[src/rtl/io_out_display.sv]
// Purpose: 4-digit multiplexed 7-segment display of the last four distinct CPU output-port values (newest on digit 0).
// Latency: 4 clk from a stable io_out_in change to the new glyph on digit 0 (2 sync flops + history + output register).
// Backpressure: none; the display scans freely and the history accepts a new value on any clk.
// Ports: clk, reset (sync, active-high); io_out_in[3:0] CPU port value;
//        seg_n[6:0] active-low segments (bit0=a .. bit6=g); dp_n active-low decimal point;
//        dig_n[3:0] active-low digit enables (bit0 = rightmost, newest value).
// Option: define IO_OUT_DISPLAY_DP_NEW_EN to light the digit-0 decimal point for DP_FRAMES
//         frames after each new value; otherwise dp_n is tied to 1.
module io_out_display #(
   parameter int SCAN_DIV  = 50000,
   parameter int DP_FRAMES = 8
) (
   input  logic       clk,
   input  logic       reset,
   input  logic [3:0] io_out_in,
   output logic [6:0] seg_n,
   output logic       dp_n,
   output logic [3:0] dig_n
);

   localparam int            CW       = $clog2(SCAN_DIV);
   localparam logic [CW-1:0] CNT_LAST = CW'(SCAN_DIV - 1);

   generate
      if (SCAN_DIV < 2 || SCAN_DIV > 65535 || DP_FRAMES < 1 || DP_FRAMES > 255) begin : g_bad_param
         $error("io_out_display: SCAN_DIV or DP_FRAMES out of range");
      end
   endgenerate

   // Active-high a..g glyphs, hex with lowercase b and d.
   function automatic logic [6:0] glyph(input logic [3:0] v);
      logic [6:0] g;
      g = 7'h00;
      case (v)
         4'h0: g = 7'h3F;
         4'h1: g = 7'h06;
         4'h2: g = 7'h5B;
         4'h3: g = 7'h4F;
         4'h4: g = 7'h66;
         4'h5: g = 7'h6D;
         4'h6: g = 7'h7D;
         4'h7: g = 7'h07;
         4'h8: g = 7'h7F;
         4'h9: g = 7'h6F;
         4'hA: g = 7'h77;
         4'hB: g = 7'h7C;
         4'hC: g = 7'h39;
         4'hD: g = 7'h5E;
         4'hE: g = 7'h79;
         4'hF: g = 7'h71;
         default: g = 7'h00;
      endcase
      return g;
   endfunction

   // ---------------- input synchronizer ----------------
   logic [3:0] sync1, sync2;

   always_ff @(posedge clk) begin
      if (reset) begin
         sync1 <= 4'h0;
         sync2 <= 4'h0;
      end else begin
         sync1 <= io_out_in;
         sync2 <= sync1;
      end
   end

   // ---------------- value history ----------------
   // warm counts the two edges needed to flush the synchronizer, so the
   // first capture lands on the third edge after reset and never records
   // the synchronizer's reset zero.
   logic [1:0] warm;
   logic [3:0] hist [4];
   logic [2:0] vcnt;
   logic       capture, shift, load;

   assign capture = (warm == 2'd2) && (vcnt == 3'd0);
   assign shift   = (vcnt != 3'd0) && (sync2 != hist[0]);
   assign load    = capture | shift;

   always_ff @(posedge clk) begin
      if (reset) begin
         warm <= 2'd0;
         vcnt <= 3'd0;
         for (int i = 0; i < 4; i++) hist[i] <= 4'h0;
      end else begin
         if (warm != 2'd2) warm <= warm + 2'd1;
         // On the first capture the older entries are still zero, so
         // shifting them along is harmless and keeps one load path.
         if (load) begin
            hist[3] <= hist[2];
            hist[2] <= hist[1];
            hist[1] <= hist[0];
            hist[0] <= sync2;
            if (vcnt != 3'd4) vcnt <= vcnt + 3'd1;
         end
      end
   end

   // ---------------- scan state machine ----------------
   typedef enum logic {SHOW = 1'b0, BLANK = 1'b1} scan_state_t;

   scan_state_t   state, state_nxt;
   logic [CW-1:0] cnt, cnt_nxt;
   logic [1:0]    idx, idx_nxt;

   always_ff @(posedge clk) begin
      if (reset) begin
         state <= SHOW;
         cnt   <= '0;
         idx   <= 2'd0;
      end else begin
         state <= state_nxt;
         cnt   <= cnt_nxt;
         idx   <= idx_nxt;
      end
   end

   always_comb begin
      state_nxt = state;
      cnt_nxt   = cnt;
      idx_nxt   = idx;
      case (state)
         SHOW: begin
            if (cnt == CNT_LAST) state_nxt = BLANK;
            else                 cnt_nxt   = cnt + CW'(1);
         end
         BLANK: begin
            state_nxt = SHOW;
            idx_nxt   = idx + 2'd1;
            cnt_nxt   = '0;
         end
         default: state_nxt = SHOW;
      endcase
   end

   // ---------------- registered outputs ----------------
   logic [6:0] seg_d;
   logic [3:0] dig_d;

   always_comb begin
      seg_d = 7'h7F;
      dig_d = 4'hF;
      if (state == SHOW) begin
         dig_d = ~(4'b0001 << idx);
         // Digits beyond the number of captured values stay dark.
         if ({1'b0, idx} < vcnt) seg_d = ~glyph(hist[idx]);
      end
   end

   always_ff @(posedge clk) begin
      if (reset) begin
         seg_n <= 7'h7F;
         dig_n <= 4'hF;
      end else begin
         seg_n <= seg_d;
         dig_n <= dig_d;
      end
   end

`ifdef IO_OUT_DISPLAY_DP_NEW_EN
   // ---------------- new-value marker ----------------
   // A fresh load beats a same-cycle frame-wrap decrement.
   logic [7:0] mk;
   logic       wrap;

   assign wrap = (state == BLANK) && (idx == 2'd3);

   always_ff @(posedge clk) begin
      if (reset) begin
         mk   <= 8'd0;
         dp_n <= 1'b1;
      end else begin
         if (load)                     mk <= 8'(DP_FRAMES);
         else if (wrap && mk != 8'd0)  mk <= mk - 8'd1;
         dp_n <= !((state == SHOW) && (idx == 2'd0) && (mk != 8'd0));
      end
   end
`else
   assign dp_n = 1'b1;
`endif

endmodule

[config.mk]
export PLATFORM = sky130hd
export DESIGN_NAME = io_out_display
export DESIGN_NICKNAME = d
export VERILOG_FILES = /design/src/rtl/io_out_display.sv
export SDC_FILE = /design/constraint.sdc
export NUM_CORES = 1
export LEC_CHECK = 0
export CORE_ASPECT_RATIO = 0.7
export CORE_UTILIZATION = 45
export CTS_CLUSTER_SIZE = 12
export DETAILED_ROUTE_END_ITERATION = 10
export PLACE_DENSITY = 0.67
export RECOVER_POWER = 50
export SYNTH_ARGS = -nofsm -noshare
export SYNTH_HDL_FRONTEND = slang
export SYNTH_SLANG_ARGS = --single-unit
[constraint.sdc]
create_clock -name clk -period 1.9 [get_ports clk]
set_input_delay 0.19 -clock clk [delete_from_list [all_inputs] [get_ports clk]]
set_output_delay 0.19 -clock clk [all_outputs]
set_load 0.01 [all_outputs]
==> qor.yml, run 1 <==
run_status:
  status: "finished, final reports clean"
layout:
  final_area_mm2: 0.003264
  final_cells: 364
  area_growth_pct: 20.40
  fin_nets: 305
  mostFrequentLayoutCells: "dfxtp_1, nor2_1, and2_1, edfxtp_1"
  layout.cells.most_common: "dfxtp_1"
  diodes: 0
  fin_util: 0.5672
  n_fill_cell: 484
  drive_above_1_share: 0.1557
power:
  power_switching_mw: 1.229
  leakage_nw: 1.250
  seqPwrFrac: 0.424
  combPwrFrac: 0.263
  power.total_mw: 4.215
  powerDensity_mw_per_mm2: 1291
  internal_power_mw: 2.986
  swShare: 0.2916
  ir_drop_v: 0.0006398
  pwr-share-clk: 0.313
sta:
  finClkSkew_ns: 0.005247
  fmax_mhz: 548.4
  holdWs_ns: 0.3978
  period_needed_ns: 1.823
  slew_violations: 0
  fin_crit_sh: 0.9597
  finalSetupViolations: 0
  finalSetupTns_ns: 0
  setup_ws_ns: 0.07665
  hold_viol: 0
  rsz0062_at_grt: "yes"
grt:
  grt_pass1_vias: 1726
  grt.total_usage: 0.1785
  antenna_found_initial: 0
  grt_max_degree: 17
  grt-ovfl-total: 0
  grt_first_pass_wirelength_um: 8100
floorplan:
  die_w_um: 94.78
  io_pins: 18
  num_rows: 23
  die_h_um: 66.95
  start_util: 0.4711
  die_area_mm2: 0.006345
  core_mm2: 0.005756
critical_path:
  crit_path_max_fanout: 6
  cp.arrival_ns: 2.11
  cp-start-kind: "flip-flop"
  crit_path_start: "hist[0][1]$_SDFFCE_PN0P_"
  crit_type: "flip-flop to flip-flop"
  r2r_start: "hist[0][1]$_SDFFCE_PN0P_"
  end_kind: "flip-flop"
  required_ns: 2.19
synthesis:
  synthAdderAreaFrac: 0.06922
  async_flop_share: 0
  synthMuxAreaShare: 0.06368
  ys_seq_area_frac: 0.5095
  synth_enable_flop_cells: 16
  synth-simple-area-share: 0.2054
  synth-xor-area-share: 0.04199
  ys.warnings.count: 0
  synth_area_mm2: 0.002711
  syn_area_per_cell_um2: 10.72
  syn_inst: 253
  ys.flop_type: "dfxtp_1"
  ys_types: 43
  synth_top_family_by_area: "simple AND/OR/NAND/NOR gates"
  synth_compound_area_frac: 0.07753
  synthesis.nets: 274
  ys_ff_latch: 61
drt:
  ant_nets: 0
  vias: 1852
  post_drt_wl_per_cell_um: 13.41
  viasPerCell: 5.088
  wl_um: 4882
  first_pass_iters: 4
  first_iter_violations: 99
  drcViolationCount: 0
place:
  io_buffers: 16
  pre_cts_ws_ns: 0.04092
  hpwl_um: 3511
  place_congestion: 0.8130
  dpl-instance-area_mm2: 0.003019
  placedCellCount: 348
cts:
  root_buffer: "clkbuf_8"
  cts_tree: "built"
  numCtsBuffers: 9
  clk_pin_slew_worst_paths_ns: 0.07
  worstSkewPairLatency_ns: 0.34
  cts_hold_buf: 0
  clock-sinks: 61
  clockBufferDepth: 2
  postCtsSetupRepairBufs: 0
  cts.htree.levels: 3
run:
  cap_violations: 0
min_path:
  min_from: "io_out_in[1]"
  hold_path.class: "input pin to flip-flop"
routing by layer:
| metal | vias to the layer above | track usage | wire, um |
|---|---|---|---|
| li1 | 947 | - | - |
| met1 | 863 | 0.2346 | 2567 |
| met2 | 33 | 0.2509 | 1989 |
| met3 | 9 | 0.07420 | 231 |
| met4 | 0 | 0.08523 | 94 |
| met5 | - | 0 | 0 |
cell usage after synthesis, drive strengths merged, types with 3 or more instances:
| master | count | area (um^2) |
|---|---|---|
| nor2b | 9 | 56.30 |
| nand4 | 5 | 31.28 |
| mux2i | 6 | 60.06 |
| buf | 3 | 17.52 |
| nor2 | 20 | 75.07 |
| xor2 | 12 | 105.1 |
| edfxtp | 16 | 480.5 |
| nand3 | 8 | 40.04 |
| or3 | 6 | 40.03 |
| o21ai | 9 | 45.04 |
| and2 | 18 | 113.9 |
| or2 | 3 | 18.77 |
| nand2b | 5 | 31.28 |
| nand2 | 13 | 48.80 |
| dfxtp | 45 | 900.9 |
| mux4 | 4 | 90.09 |
| inv | 13 | 48.80 |
| ha | 15 | 187.7 |
| clkbuf | 5 | 18.77 |
| o221ai | 4 | 35.03 |
| a21oi | 13 | 65.06 |
power groups by stage:
stage / clock (mW) / combinational [mW] / sequential (mW)
final: 1.32 / 1.11 / 1.79
after global routing: 1.41 / 1.25 / 1.82
after CTS: 1.36 / 1.10 / 1.79
after detailed placement: 0 / 1.10 / 1.82
after global placement: 0 / 1.07 / 1.81
after floorplan: 0 / 0.727 / 1.78
final timing paths:
path | endpoint | slack (ns) | cells after the start
worst min-delay path | sync1[1]$_SDFF_PP0_ | 0.40 | 2
worst min register to register | sync2[3]$_SDFF_PP0_ | 0.43 | 1
worst max-delay path | seg_n[3]$_SDFF_PP1_ | 0.08 | 7
worst max register to register | seg_n[3]$_SDFF_PP1_ | 0.08 | 7
critical path: stages, from the launching register on:
cell and delay, ns:
edfxtp_1 0.44, mux4_2 0.57, inv_1 0.14, ha_2 0.25, inv_1 0.06, mux2i_1 0.15, mux2i_1 0.09, nand2_1 0.07
layout make-up:
class                      instances  area (um^2)  share of cell area
timing repair buffer              28        246.5             0.07551
clock buffer                      14        203.9             0.06248
tap                               75        93.84             0.02875
inverter                          13        48.80             0.01495
sequential                        61         1381              0.4231
clock inverter                     2        35.03             0.01073
multi-input combinational        171         1255              0.3844
logic make-up after synthesis:
logic type      Yosys count
simple gates             96
xor+xnor                 13
compound gates           34
mux                      12
buf+inv                  21
fa+ha+maj                15
flops                    61
other cells               1
state kept, by name (all words and copies together) (netlist names), named ones only:
register,cells
sync1,4
sync2,4
dig_n,4
warm,2
cnt,16
idx,2
seg_n,7
state,1
vcnt,3
hist,16
repair_timing:
action                                  in CTS  in global routing
resized for setup                            0                  6
endpoints found under the hold margin        0                  0
endpoints found under the setup margin       0                 20
No activity file was read; power rests on OpenSTA's default activity.
==> run 2, diff against run 1 <==
--- a/config.mk
+++ b/config.mk
@@ -5,11 +5,13 @@
 export SDC_FILE = /design/constraint.sdc
 export NUM_CORES = 1
 export LEC_CHECK = 0
+export ABC_AREA = 1
+export CAP_MARGIN = 0
 export CORE_ASPECT_RATIO = 0.7
 export CORE_UTILIZATION = 45
 export CTS_CLUSTER_SIZE = 12
 export DETAILED_ROUTE_END_ITERATION = 10
-export PLACE_DENSITY = 0.67
+export PLACE_DENSITY = 0.73
 export RECOVER_POWER = 50
 export SYNTH_ARGS = -nofsm -noshare
 export SYNTH_HDL_FRONTEND = slang
==> qor.yml, run 2 <==
floorplan:
  die_w_um: 98.33
  core_mm2: 0.006246
  die_h_um: 69.43
  num_rows: 24
  start_util: 0.4679
  io_pins: 18
  die_area_mm2: 0.006827
drt:
  viasPerCell: 4.839
  first_iter_violations: 123
  post_drt_wl_per_cell_um: 10.90
  wl_um: 5278
  vias: 2342
  first_pass_iters: 7
  drcViolationCount: 1
  ant_nets: 0
grt:
  grt_max_degree: 17
  grt-ovfl-total: 0
  grt_first_pass_wirelength_um: 9163
  antenna_found_initial: 0
  grt.total_usage: 0.1712
  grt_pass1_vias: 2068
min_path:
  hold_path.class: "input pin to flip-flop"
critical_path:
  crit_end: "hist[3][3]$_SDFFCE_PN0P_"
  cp_common_cell: "nand2_1"
  cp.arrival_ns: 1.88
  slowest_delay_ns: 0.35
  critical_path.cell_chain: "inv_1 -> ha_1 -> nand2_1 -> nand2_1 -> nor2_1 -> nand3_2 -> and2_4 -> or2_1 -> buf_12"
  end_kind: "flip-flop"
  r2r_start: "vcnt[0]$_SDFFE_PP0P_"
  crit_path_max_fanout: 16
  crit_path_start: "vcnt[0]$_SDFFE_PP0P_"
  crit_type: "flip-flop to flip-flop"
  rr_endpoint: "hist[3][3]$_SDFFCE_PN0P_"
  cpMaxStageDelayCell: "dfxtp_2"
  cp.depth: 9
  cp-start-kind: "flip-flop"
  required_ns: 1.99
  rrSetupSlack_ns: 0.11
  critPathBufInv: 2
  ff2ff_path_depth: 9
  cp_top_family: "simple AND/OR/NAND/NOR gates"
run_status:
  violations: "design-rule violations"
  status: "finished with violations"
synthesis:
  synthesis.nets: 395
  ys_ff_latch: 61
  synth_area_mm2: 0.002923
  synth_enable_flop_cells: 16
  synth_commonest_cells: "nand2_1, nor2_1, inv_1"
  synth_top_area_frac: 0.3082
  syn_area_per_cell_um2: 7.815
  yosys.area.top_type: "dfxtp_1"
  ys.flop_type: "dfxtp_1"
  ys_seq_area_frac: 0.4726
  synthTopCellsByArea: "dfxtp_1, edfxtp_1, nand2_1"
  ys_types: 36
  syn_inst: 374
  synth_most_common_cell: "nand2_1"
  ys.warnings.count: 0
  async_flop_share: 0
sta:
  fmax_mhz: 559.3
  fin_crit_sh: 0.9410
  holdWs_ns: 0.3715
  finalSetupTns_ns: 0
  slew_headroom: 0.6349
  finalSetupViolations: 0
  setup_ws_ns: 0.1121
  slew_violations: 0
  hold_viol: 0
  finClkSkew_ns: 0.007010
  worst_slew_pin_slew_ns: 0.5476
  period_needed_ns: 1.788
  rsz0062_at_grt: "no"
layout:
  fin_nets: 422
  drive_above_1_share: 0.09360
  n_fill_cell: 583
  top_regs: "cnt (16), hist (16), seg_n (7)"
  fin_util: 0.5383
  final_cells: 484
  area_growth_pct: 15.03
  multi_input_area_mm2: 0.001269
  layout.cells.most_common: "nand2_1"
  final_area_mm2: 0.003362
  diodes: 0
  mostFrequentLayoutCells: "nand2_1, nor2_1, inv_1"
  regArea_mm2: 0.001384
place:
  placedCellCount: 468
  dpl-instance-area_mm2: 0.003192
  pre_cts_ws_ns: 0.07921
  io_buffers: 16
  place_congestion: 0.9407
  hpwl_um: 3980
cts:
  clockBufferDepth: 2
  numCtsBuffers: 9
  cts.htree.levels: 3
  clk_pin_slew_worst_paths_ns: 0.06
  cts_hold_buf: 0
  root_buffer: "clkbuf_8"
  postCtsSetupRepairBufs: 0
  clock-sinks: 61
  worstSkewPairLatency_ns: 0.33
  cts_resized: 0
  cts_tree: "built"
power:
  ir_drop_v: 0.0006183
  leakage_nw: 1.409
  power.total_mw: 3.972
  powerDensity_mw_per_mm2: 1182
run:
  cap_violations: 0
run 2: kinds of logic (layout without fill, tap and decap cells):
group | Yosys count | after routing | share of synthesized area
AO/OA/AOI/OAI | 42 | 42 | 0.07748
other | 1 | 1 | 0.001283
buffers and inverters | 67 | 99 | 0.09546
flip-flops | 61 | 61 | 0.4726
AND/OR/NAND/NOR | 187 | 187 | 0.2860
adder cells (fa/ha/maj) | 15 | 15 | 0.06421
XOR/XNOR | 1 | 1 | 0.002997
run 2: cell type report:
class / instances / share of cell area
inverter: 60 / 0.06699
tap: 78 / 0.02903
multi-input combinational: 246 / 0.3774
timing repair buffer: 23 / 0.06476
clock inverter: 5 / 0.008188
clock buffer: 11 / 0.04205
sequential: 61 / 0.4116
run 2: worst min-delay path, stage by stage:
cell,delay (ns)
clkdlybuf4s50_1,0.39
inv_1,0.05
nor2_1,0.03
run 2: where the power goes:
part | switching [mW] | total [mW] | internal, mW
registers | 0.119 | 1.76 | 1.64
clock network | 0.472 | 0.971 | 0.499
logic | 0.741 | 1.24 | 0.498
total | 1.33 | 3.97 | 2.64
run 2: worst min path at each step:
stage | slack [ns] | end | cells after the start | from
after floorplan | 0.30 | sync1[0]$_SDFF_PP0_ | 2 | io_out_in[0]
after global placement | 0.40 | sync2[0]$_SDFF_PP0_ | 2 | sync1[0]$_SDFF_PP0_
after detailed placement | 0.39 | sync2[0]$_SDFF_PP0_ | 2 | sync1[0]$_SDFF_PP0_
after CTS | 0.35 | sync1[2]$_SDFF_PP0_ | 3 | io_out_in[2]
after global routing | 0.38 | sync1[1]$_SDFF_PP0_ | 3 | io_out_in[1]
final | 0.37 | sync1[3]$_SDFF_PP0_ | 3 | io_out_in[3]
run 2: layer usage:
metal  up-vias  global-route usage  share of wire
li1       1246                   -              -
met1      1019              0.2331           0.50
met2        67              0.2465           0.41
met3        10             0.04738          0.071
met4         0             0.09287          0.019
met5         -                   0              0
